<file path="src/rtl/ucode_sequencer.sv">
// ucode_sequencer
//   Microcode sequencer driven by the TState T-state counter. Latches the
//   opcode at T1, addresses the microcode ROM with {op_reg, T}, registers the
//   returned control word onto ctrl, and on an END bit (ctrl word MSB) at
//   T>=2 pulses t_reset_bar low for one clock so TState restarts at T0.
//
//   Optional build macro: UCODE_ERRCHK_EN compiles in the sticky sequence
//   checker that drives err. Without it, err is tied to 0.
//
// Ports
//   clk          in   system clock, rising edge
//   reset        in   synchronous, active-high reset
//   T            in   current T-state from TState
//   bus          in   data bus, opcode on bus[15:8]
//   udata        in   microcode ROM word for uaddr (asynchronous ROM)
//   uaddr        out  ROM address {op_reg, T}, combinational
//   ctrl         out  registered control word
//   t_reset_bar  out  to TState reset2_bar, one-clock low pulse on END
//   instr_count  out  completed-instruction counter (wraps)
//   err          out  sticky sequence error (0 unless UCODE_ERRCHK_EN)

module ucode_sequencer #(
    parameter int OPW = 8,
    parameter int CW  = 16
) (
    input  logic           clk,
    input  logic           reset,
    input  logic [2:0]     T,
    input  logic [15:0]    bus,
    input  logic [CW-1:0]  udata,
    output logic [OPW+2:0] uaddr,
    output logic [CW-1:0]  ctrl,
    output logic           t_reset_bar,
    output logic [15:0]    instr_count,
    output logic           err
);

    typedef enum logic [1:0] {
        SYNC  = 2'd0,
        RUN   = 2'd1,
        FLUSH = 2'd2
    } state_t;

    state_t          state, state_d;
    logic [OPW-1:0]  op_reg;
    logic [2:0]      prev_T;
    logic [CW-1:0]   ctrl_d;
    logic            trb_d;
    logic            end_ok;

    // Only the opcode byte of the bus is consumed here.
    logic unused_bus;
    assign unused_bus = ^bus[7:0];

    assign uaddr  = {op_reg, T};
    // END is honoured only past the fetch rows (T0/T1).
    assign end_ok = udata[CW-1] && (T >= 3'd2);

    always_comb begin
        state_d = state;
        ctrl_d  = '0;
        trb_d   = 1'b1;
        unique case (state)
            SYNC: begin
                if (T == 3'd0) state_d = RUN;
            end
            RUN: begin
                ctrl_d = udata;
                if (end_ok) begin
                    trb_d   = 1'b0;
                    state_d = FLUSH;
                end
            end
            FLUSH: begin
                // TState should have been cleared by the pulse; if not,
                // fall back to SYNC and wait for a clean T0.
                state_d = (T == 3'd0) ? RUN : SYNC;
            end
            default: state_d = SYNC;
        endcase
    end

    always_ff @(posedge clk) begin
        if (reset) begin
            state       <= SYNC;
            op_reg      <= '0;
            ctrl        <= '0;
            t_reset_bar <= 1'b1;
            prev_T      <= 3'd0;
            instr_count <= 16'd0;
        end else begin
            state       <= state_d;
            ctrl        <= ctrl_d;
            t_reset_bar <= trb_d;
            prev_T      <= T;
            if (T == 3'd1) op_reg <= OPW'(bus[15:8]);
            // First edge that samples T0 marks a completed instruction.
            if (T == 3'd0 && prev_T != 3'd0) instr_count <= instr_count + 16'd1;
        end
    end

`ifdef UCODE_ERRCHK_EN
    logic after_flush;
    logic seq_bad;

    // The edge right after FLUSH sees a fresh T sequence, so the
    // increment check is skipped there.
    always_comb begin
        seq_bad = 1'b0;
        if (state == RUN && !after_flush && T != 3'(prev_T + 3'd1)) seq_bad = 1'b1;
        if (state == FLUSH && T != 3'd0)                            seq_bad = 1'b1;
        if (state == RUN && udata[CW-1] && T < 3'd2)                seq_bad = 1'b1;
    end

    always_ff @(posedge clk) begin
        if (reset) begin
            err         <= 1'b0;
            after_flush <= 1'b0;
        end else begin
            after_flush <= (state == FLUSH);
            if (seq_bad) err <= 1'b1;
        end
    end
`else
    assign err = 1'b0;
`endif

endmodule

</file>
<file path="config.mk">
export PLATFORM = sky130hd
export DESIGN_NAME = ucode_sequencer
export DESIGN_NICKNAME = d
export VERILOG_FILES = /design/src/rtl/ucode_sequencer.sv
export SDC_FILE = /design/constraint.sdc
export NUM_CORES = 1
export LEC_CHECK = 0
export CORE_ASPECT_RATIO = 1.25
export CORE_MARGIN = 2
export CORE_UTILIZATION = 35
export DETAILED_ROUTE_END_ITERATION = 6
export GPL_ROUTABILITY_DRIVEN = 1
export HOLD_SLACK_MARGIN = 0.06
export PLACE_DENSITY = 0.82
export SYNTH_ARGS = -nofsm -noshare
export SYNTH_HDL_FRONTEND = slang
export SYNTH_SLANG_ARGS = --single-unit
</file>
<file path="constraint.sdc">
create_clock -name clk -period 2.4 [get_ports clk]
set_input_delay 0.48 -clock clk [delete_from_list [all_inputs] [get_ports clk]]
set_output_delay 0.48 -clock clk [all_outputs]
set_load 0.02 [all_outputs]
</file>
==> key figures, run 1 <==
CTS
  • Worst skew pair latency: 0.30 ns
  • CTS buffer count: 5
  • Post-CTS Setup Inserts: 0
  • CTS tree: done
  • H-tree depth: 2
  • Post-cts resize count: 0
  • CTS sink count: 46
  • Clock tree buffer depth: 2
  • CTS Hold Bufs: 0
  • Worst-path clk slew: 0.08 ns
  • Clk Tree Root Cell: clkbuf_8

Worst setup path
  • Critical Path RT: 2.63 ns
  • Worst setup SP type: primary input
  • WP data arrival: 2.49 ns
  • Critical path class: in2reg
  • Critical Path Sink Type: flip-flop
  • Critical Path Fanout Max: 8

Power and ir drop
  • PwrDens: 581 nW/um2
  • Worst IR drop on VDD: 407 uV
  • Design Power: 1480 uW
  • Switch Pwr: 322 uW
  • Comb power frac: 0.088
  • Sw Ratio: 0.217
  • Flop pwr share: 0.527
  • Clock Power Share: 0.386
  • Power Internal: 1160 uW
  • Leakage: 0.000906 uW

STA
  • Worst Tran Pin Value: 0.517 ns
  • Hold Slack: 0.456 ns
  • Max Clock Skew: 0.00719 ns
  • Maximum clock rate: 0.441 GHz
  • Worst rel slew slack: 0.653
  • Fin crit share: 0.945
  • Setup violators final: 0
  • Final worst path period need: 2.27 ns
  • Final Slew Violations: 0
  • Final setup margin: 0.131 ns
  • Final hold viol count: 0
  • Unrepaired setup endpoints after global routing: no

Placed design
  • Detailed placer's ending HPWL: 2880 um
  • Dpl ws: -0.179 ns
  • Post-placement cell count: 306
  • Placed Area: 2440 um2
  • Gpl congestion: 0.742
  • Port bufs: 72

Synthesis
  • Simple-gate portion of the synthesized area: 0.262
  • Post-Syn Area per Cell: 9.21 um2
  • Synth Area in Compound Gates: 0.0873
  • Synth Instances: 179
  • Synthesized flop and latch total: 46
  • Sequential fraction of the synthesis area: 0.559
  • Syn nets: 217
  • Xor/xnor share of the synthesized area: 0.0372
  • Post-synthesis mux area share: 0
  • Area of the mapped netlist: 1650 um2
  • Largest family of logic cells by synthesized area: simple AND/OR/NAND/NOR gates
  • Post-Synth Adder-Cell Area: 0.00759
  • Netlist cell types: 30
  • YS warnings: 0

Detailed routing
  • Pre-Repair DR Iteration Count: 4
  • Drt wl/cell: 12.2 um
  • DRT iter0 DRCs: 59
  • Vias per cell: 4.71
  • Post-DRT Antenna Nets: 0
  • Routed Wire Length: 3840 um
  • Via count: 1479
  • DRC viols: 0

Final layout
  • Fin nets: 293
  • Filler cell count: 404
  • Area Overhead vs Synth: 54.9%
  • Layout cells sized above 1: 0.0586
  • Non-Filler Instances: 314
  • Final Instance Area: 2550 um2
  • N_diodes: 0

Global routing
  • Global-route wire length before repair: 6310 um
  • Number of global-route vias before repair: 1452
  • Largest net degree at the start of global routing: 29
  • GRT overflow: 0
  • Initial antenna violation count: 0
  • Global Route Usage Sum: 0.158

Floorplanning
  • Core area: 4460 um2
  • Die height: 80.7 um
  • Num rows: 27
  • Die Wd: 65.4 um
  • Initial Util: 0.370
  • Die ar.: 5280 um2
  • Top Ports: 82

Outcome
  • Status: completed

Worst hold path
  • Hold Path Class: reg2reg

Job
  • Max-Cap Viols: 0
layout by cell type (no fill, tap or decap), types with 5 or more instances in the layout:
master           netlist  final
clkdlybuf4s50_1        0     72
clkbuf_8               0      5
or3_1                  9      9
dfxtp_1               46     46
a21oi_1               17     17
and2_1                17     17
nand4_1                5      5
nor2_1                11     11
nand2_1               22     22
o21ai_0                9      9
buf_4                  4      8
cell families after synthesis:
group,count (synthesis)
XOR/XNOR,7
adder cells (fa/ha/maj),1
other,1
flip-flops,46
AND/OR/NAND/NOR,81
AO/OA/AOI/OAI,28
buffers and inverters,15
power groups by stage:
stage          Sequential (uW)  Combinational [uW]  Clock (uW)
6_report                   781                 130         572
5_1_grt                    783                 141         619
3_3_place_gp               799                 128           0
2_1_floorplan              811                39.2           0
3_5_place_dp               800                 130           0
4_1_cts                    782                 132         589
final cells by class:
class	instances	area, um2	share of cell area
clock inverter	2	37.5	0.0147
tap	58	72.6	0.0284
sequential	46	921	0.361
timing repair buffer	80	781	0.306
inverter	4	15.0	0.00588
clock buffer	6	72.6	0.0284
multi-input combinational	118	653	0.256
worst max-delay path: stages:
cell	delay, ns
clkdlybuf4s50_1	0.42
or3_1	0.41
or4_1	0.55
buf_4	0.18
or3_1	0.30
a21oi_1	0.15
worst paths after layout:
path	start	end	slack [ns]	cells after the start
hold / removal	op_reg[3]$_SDFFE_PP0N_	op_reg[3]$_SDFFE_PP0N_	0.46	2
setup reg to reg	instr_count[0]$_SDFFE_PP0P_	instr_count[8]$_SDFFE_PP0P_	0.49	5
hold reg to reg	op_reg[3]$_SDFFE_PP0N_	op_reg[3]$_SDFFE_PP0N_	0.46	2
setup / recovery	T[1]	instr_count[9]$_SDFFE_PP0P_	0.13	6
stage by stage:
stage | TNS (ns) | util
finish | 0 | 0.572
global route | 0 | 0.572
CTS | 0 | 0.572
detailed placement | -0.601 | 0.548
global placement | -0.465 | 0.548
floorplan | 0 | -
routing by layer:
metal  vias up  share of wire  track usage
met3         7           0.13       0.0952
li1        746              -            -
met1       660           0.38        0.158
met2        66           0.47        0.262
met5         -              0            0
met4         0          0.020       0.0688
cells in the mapped netlist:
cell type  count  area [um2]
inv_1          4        15.0
o21ai_0        9        45.0
nand2_1       22        82.6
or4_1          2        15.0
buf_2          1        5.00
conb_1         1        3.75
and3_1         1        6.26
nand3_1        3        15.0
buf_1          1        3.75
nor3b_1        1        7.51
a21oi_1       17        85.1
or3_1          9        56.3
ha_1           1        12.5
and2_1        17         106
nor3_1         2        10.0
o31ai_1        1        7.51
and4_1         1        8.76
nor2b_1        4        25.0
clkbuf_2       1        5.00
a31oi_1        1        6.26
buf_4          4        30.0
nor2_1        11        41.3
nor4b_1        1        8.76
nand4_1        5        31.3
nand4bb_1      1        11.3
nor4_1         1        6.26
clkbuf_1       4        15.0
dfxtp_1       46         921
xnor2_1        4        35.0
xor2_1         3        26.3
(Power assumes the default switching activity.)
==> run 2, diff against run 1 <==
- CORE_UTILIZATION: 35 -> 39
- HOLD_SLACK_MARGIN: 0.06 -> 0.15
- PLACE_DENSITY: 0.82 -> 0.89
==> key figures, run 2 (synthesis gave the netlist of run 1 again) <==
Power and ir drop
  • Power Internal: 1110 uW
  • Flop pwr share: 0.546
  • Sw Ratio: 0.221
  • Leakage: 0.000913 uW
  • Switch Pwr: 315 uW
  • Comb power frac: 0.091
  • PwrDens: 560 nW/um2
  • Worst IR drop on VDD: 386 uV
  • Clock Power Share: 0.363

STA
  • Worst rel slew slack: 0.640
  • Unrepaired setup endpoints after global routing: no
  • Worst Tran Pin Value: 0.536 ns
  • Hold Slack: 0.455 ns
  • Max Clock Skew: 0.00752 ns
  • Final hold viol count: 0
  • Final Slew Violations: 0
  • Setup violators final: 0
  • Setup TNS: 0 ns
  • Maximum clock rate: 0.444 GHz
  • Final worst path period need: 2.25 ns
  • Fin crit share: 0.939

Detailed routing
  • Vias per cell: 4.69
  • Pre-Repair DR Iteration Count: 4
  • DRT iter0 DRCs: 52
  • Post-DRT Antenna Nets: 0
  • DRC viols: 0
  • Via count: 1468
  • Drt wl/cell: 11.8 um
  • Routed Wire Length: 3680 um

Worst setup path
  • Critical path class: in2reg
  • Critical Path Fanout Max: 6
  • Slowest library cell on the worst path: or4_1
  • Critical-path cell list: clkdlybuf4s50_1 -> or3_1 -> or4_1 -> buf_4 -> or3_1 -> a21oi_1
  • Crit path max-delay family: simple AND/OR/NAND/NOR gates
  • CP most frequent cell: or3_1
  • Buf+Inv Stages, Crit Path: 2
  • Critical Path RT: 2.63 ns
  • Worst setup SP type: primary input
  • Critical Path Sink Type: flip-flop
  • Slowest stage delay, CP: 0.53 ns
  • WP data arrival: 2.48 ns

CTS
  • CTS sink count: 46
  • Clock tree buffer depth: 2
  • CTS buffer count: 5
  • Worst-path clk slew: 0.08 ns
  • CTS tree: done
  • Clk Tree Root Cell: clkbuf_8
  • CTS Hold Bufs: 0
  • Post-CTS Setup Inserts: 0
  • Worst skew pair latency: 0.30 ns
  • H-tree depth: 2
  • Post-cts resize count: 0

Final layout
  • Layout cells sized above 1: 0.0661
  • N_diodes: 0
  • Area Overhead vs Synth: 54.9%
  • Most common cell after layout, fill and taps aside: clkdlybuf4s50_1
  • Most frequent cells in the layout: clkdlybuf4s50_1 (72), dfxtp_1 (46), nand2_1 (22)
  • Filler cell count: 346
  • Fin nets: 294
  • Final Instance Area: 2550 um2

Global routing
  • Global-route wire length before repair: 6020 um
  • Initial antenna violation count: 0
  • GRT overflow: 0
  • Largest net degree at the start of global routing: 29
  • Global Route Usage Sum: 0.160
  • Number of global-route vias before repair: 1394

Placed design
  • Detailed placer's ending HPWL: 2820 um
  • Port bufs: 72
  • Placed Area: 2450 um2
  • Gpl congestion: 0.771

Outcome
  • Status: completed

Floorplanning
  • Die ar.: 4760 um2
  • Top Ports: 82
  • Die height: 76.7 um
  • Initial Util: 0.405
  • Die Wd: 62.1 um
  • Num rows: 26
  • Core area: 4070 um2

Worst hold path
  • Hold Path Class: reg2reg

Job
  • Max-Cap Viols: 0
-- run 2: cell count changes in the layout (fill, tap and decap cells not counted) --
cell	delta
clkinvlp_4	-1
clkbuf_1	-1
buf_4	+1
bufinv_16	-1
clkinv_4	+1
clkbuf_8	+2
-- run 2: power by group through the flow --
stage                     combinational (uW)  sequential, uW  clock (uW)
after floorplan                         39.2             811           0
after global placement                   128             799           0
after detailed placement                 130             800           0
after CTS                                131             782         533
after global routing                     140             783         569
final                                    130             782         519
-- run 2: worst paths after layout --
check / cells after the start / end / slack, ns / start
setup / recovery: 6 / instr_count[9]$_SDFFE_PP0P_ / 0.15 / T[1]
hold / removal: 2 / op_reg[3]$_SDFFE_PP0N_ / 0.45 / op_reg[3]$_SDFFE_PP0N_
setup reg to reg: 5 / instr_count[12]$_SDFFE_PP0P_ / 0.46 / instr_count[0]$_SDFFE_PP0P_
hold reg to reg: 2 / op_reg[3]$_SDFFE_PP0N_ / 0.45 / op_reg[3]$_SDFFE_PP0N_
-- run 2: cell type report --
type,instances,area [um2],share of cell area
clock buffers,7,96.3,0.0377
clock inverters,1,8.76,0.00343
inverters,4,15.0,0.00588
multi-input cells,118,653,0.256
flip-flops and latches,46,921,0.361
well taps,56,70.1,0.0275
repair buffers,81,788,0.309
-- run 2: worst min-delay path, delay by kind of cell, from the launching register on --
kind / cells / cell delay, ns
DFF: 1 / 0.31
and+or+nand+nor: 1 / 0.05
AOI/OAI and AO/OA: 1 / 0.05
-- run 2: per-stage QoR --
step	power, uW	worst slack [ns]	util	cells
3_3_place_gp	927	-0.131	0.602	305
3_5_place_dp	930	-0.159	0.602	305
5_1_grt	1490	0.0539	0.628	313
2_1_floorplan	850	0.209	-	179
6_report	1430	0.147	0.628	313
4_1_cts	1450	0.153	0.628	313
-- run 2: metal layers --
layer  up-vias  global-route usage  share of wire
li1        745                   -              -
met1       653               0.177           0.40
met2        63               0.249           0.46
met3         7              0.0924           0.12
met4         0              0.0711          0.017
met5         -                   0              0
==> run 3, diff against run 2 <==
- CORE_UTILIZATION: 39 -> 45
- DONT_BUFFER_PORTS: unset -> 1
- PLACE_DENSITY: 0.89 -> 0.71
==> key figures, run 3 (synthesis gave the netlist of run 1 again) <==
Worst setup path
  • CP most frequent cell: or4_1
  • Critical-path cell list: nand4_1 -> or4_1 -> or4_1 -> a21oi_1
  • Critical Path Sink Type: flip-flop
  • WP data arrival: 2.21 ns
  • Critical path class: reg2reg
  • Worst Reg-to-Reg Cells: 4
  • Critical Path Fanout Max: 9
  • Critical Path RT: 2.63 ns
  • Slowest stage delay, CP: 0.64 ns
  • Worst setup SP type: flip-flop
  • Slowest library cell on the worst path: or4_1

Floorplanning
  • Core area: 3510 um2
  • Num rows: 24
  • Top Ports: 82
  • Initial Util: 0.469
  • Die Wd: 58.1 um
  • Die height: 71.7 um
  • Die ar.: 4160 um2

Global routing
  • Grt met3 use: 0.0921
  • Largest net degree at the start of global routing: 30
  • Number of global-route vias before repair: 1289
  • Global Route Usage Sum: 0.170
  • GR peak layer: met2
  • Initial antenna violation count: 0
  • Met2 Use GR: 0.293
  • GRT overflow: 0
  • GR Layer Usage met1: 0.162
  • Global-route wire length before repair: 5330 um

Final layout
  • Most common cell after layout, fill and taps aside: dfxtp_1
  • Area Overhead vs Synth: 9.72%
  • Most frequent cells in the layout: dfxtp_1 (46), nand2_1 (22), and2_1 (17), a21oi_1 (17), nor2_1 (11)
  • Footprint of the multi-input gates: 653 um2
  • Fin nets: 221
  • Layout cells sized above 1: 0.0815
  • Filler cell count: 320
  • N_diodes: 0
  • Register area: 921 um2

Placed design
  • Gpl congestion: 0.855
  • Detailed placer's ending HPWL: 2510 um
  • Port bufs: 0

STA
  • Worst rel slew slack: 0.606
  • Unrepaired setup endpoints after global routing: no
  • Hold Slack: 0.243 ns
  • Final hold viol count: 0
  • Max Clock Skew: 0.00445 ns
  • Setup TNS: 0 ns
  • Fin crit share: 0.823
  • Final worst path period need: 1.98 ns
  • Final Slew Violations: 0
  • Worst Tran Pin Value: 0.586 ns
  • Setup violators final: 0
  • Maximum clock rate: 0.506 GHz

Detailed routing
  • Via count: 1256
  • Post-DRT Antenna Nets: 0
  • Vias per cell: 5.63
  • DRT iter0 DRCs: 62
  • DRC viols: 0
  • Drt wl/cell: 15.1 um
  • Routed Wire Length: 3360 um
  • Pre-Repair DR Iteration Count: 4

CTS
  • Worst-path clk slew: 0.08 ns
  • CTS tree: done
  • Worst skew pair latency: 0.30 ns
  • Clk Tree Root Cell: clkbuf_8
  • CTS buffer count: 5
  • Clock tree buffer depth: 2
  • CTS sink count: 46
  • Post-CTS Setup Inserts: 0
  • H-tree depth: 2
  • Post-cts resize count: 0
  • CTS Hold Bufs: 0

Worst hold path
  • Hold Path Class: in2reg
  • Hold Path Stages: 1

Power and ir drop
  • Leakage: 0.000647 uW
  • PwrDens: 766 nW/um2
  • Design Power: 1390 uW
  • Worst IR drop on VDD: 490 uV

Outcome
  • Status: completed

Job
  • Max-Cap Viols: 0
run 3: cell types whose count changed in the layout (fill, tap and decap cells not counted):
cell             delta
clkinvlp_4          +1
bufinv_16           +1
buf_4               -1
clkbuf_8            -2
clkbuf_1            +1
clkinv_4            -1
clkdlybuf4s50_1    -72
run 3: layout make-up:
class	instances	share of cell area
sequential	46	0.509
multi-input combinational	118	0.361
clock buffer	6	0.0401
timing repair buffer	8	0.0332
tap	39	0.0270
clock inverter	2	0.0208
inverter	4	0.00830
run 3: final timing paths:
path,slack [ns],endpoint,startpoint
max,0.42,instr_count[15]$_SDFFE_PP0P_,instr_count[5]$_SDFFE_PP0P_
max reg2reg,0.42,instr_count[15]$_SDFFE_PP0P_,instr_count[5]$_SDFFE_PP0P_
min,0.24,prev_T[1]$_SDFF_PP0_,reset
min reg2reg,0.53,instr_count[1]$_SDFFE_PP0P_,instr_count[1]$_SDFFE_PP0P_
run 3: power by group:
| group | switching [uW] | internal, uW | leakage, uW |
|---|---|---|---|
| combinational | 19.0 | 14.1 | 0.000223 |
| sequential | 17.9 | 776 | 0.000372 |
| clock | 248 | 310 | 0.0000514 |
run 3: per-layer routing:
| layer | wire (um) | part of all wire | vias up |
|---|---|---|---|
| met1 | 1220 | 0.36 | 579 |
| met4 | 72 | 0.021 | 0 |
| li1 | - | - | 603 |
| met3 | 337 | 0.10 | 11 |
| met2 | 1730 | 0.51 | 63 |
| met5 | 0 | 0 | - |
run 3: per-stage QoR:
stage / instance area (um2) / setup slack (ns) / util / cells
floorplan: 1650 / 0.209 / - / 179
global placement: 1700 / 0.232 / 0.483 / 215
detailed placement: 1700 / 0.181 / 0.483 / 215
CTS: 1810 / 0.409 / 0.515 / 223
global route: 1810 / 0.185 / 0.515 / 223
finish: 1810 / 0.424 / 0.515 / 223
run 3: worst max-delay path: cells and delay by family (launching register included):
| kind | cells | cell delay (ns) |
|---|---|---|
| AOI/OAI and AO/OA | 1 | 0.14 |
| DFF | 1 | 0.50 |
| and+or+nand+nor | 3 | 1.26 |
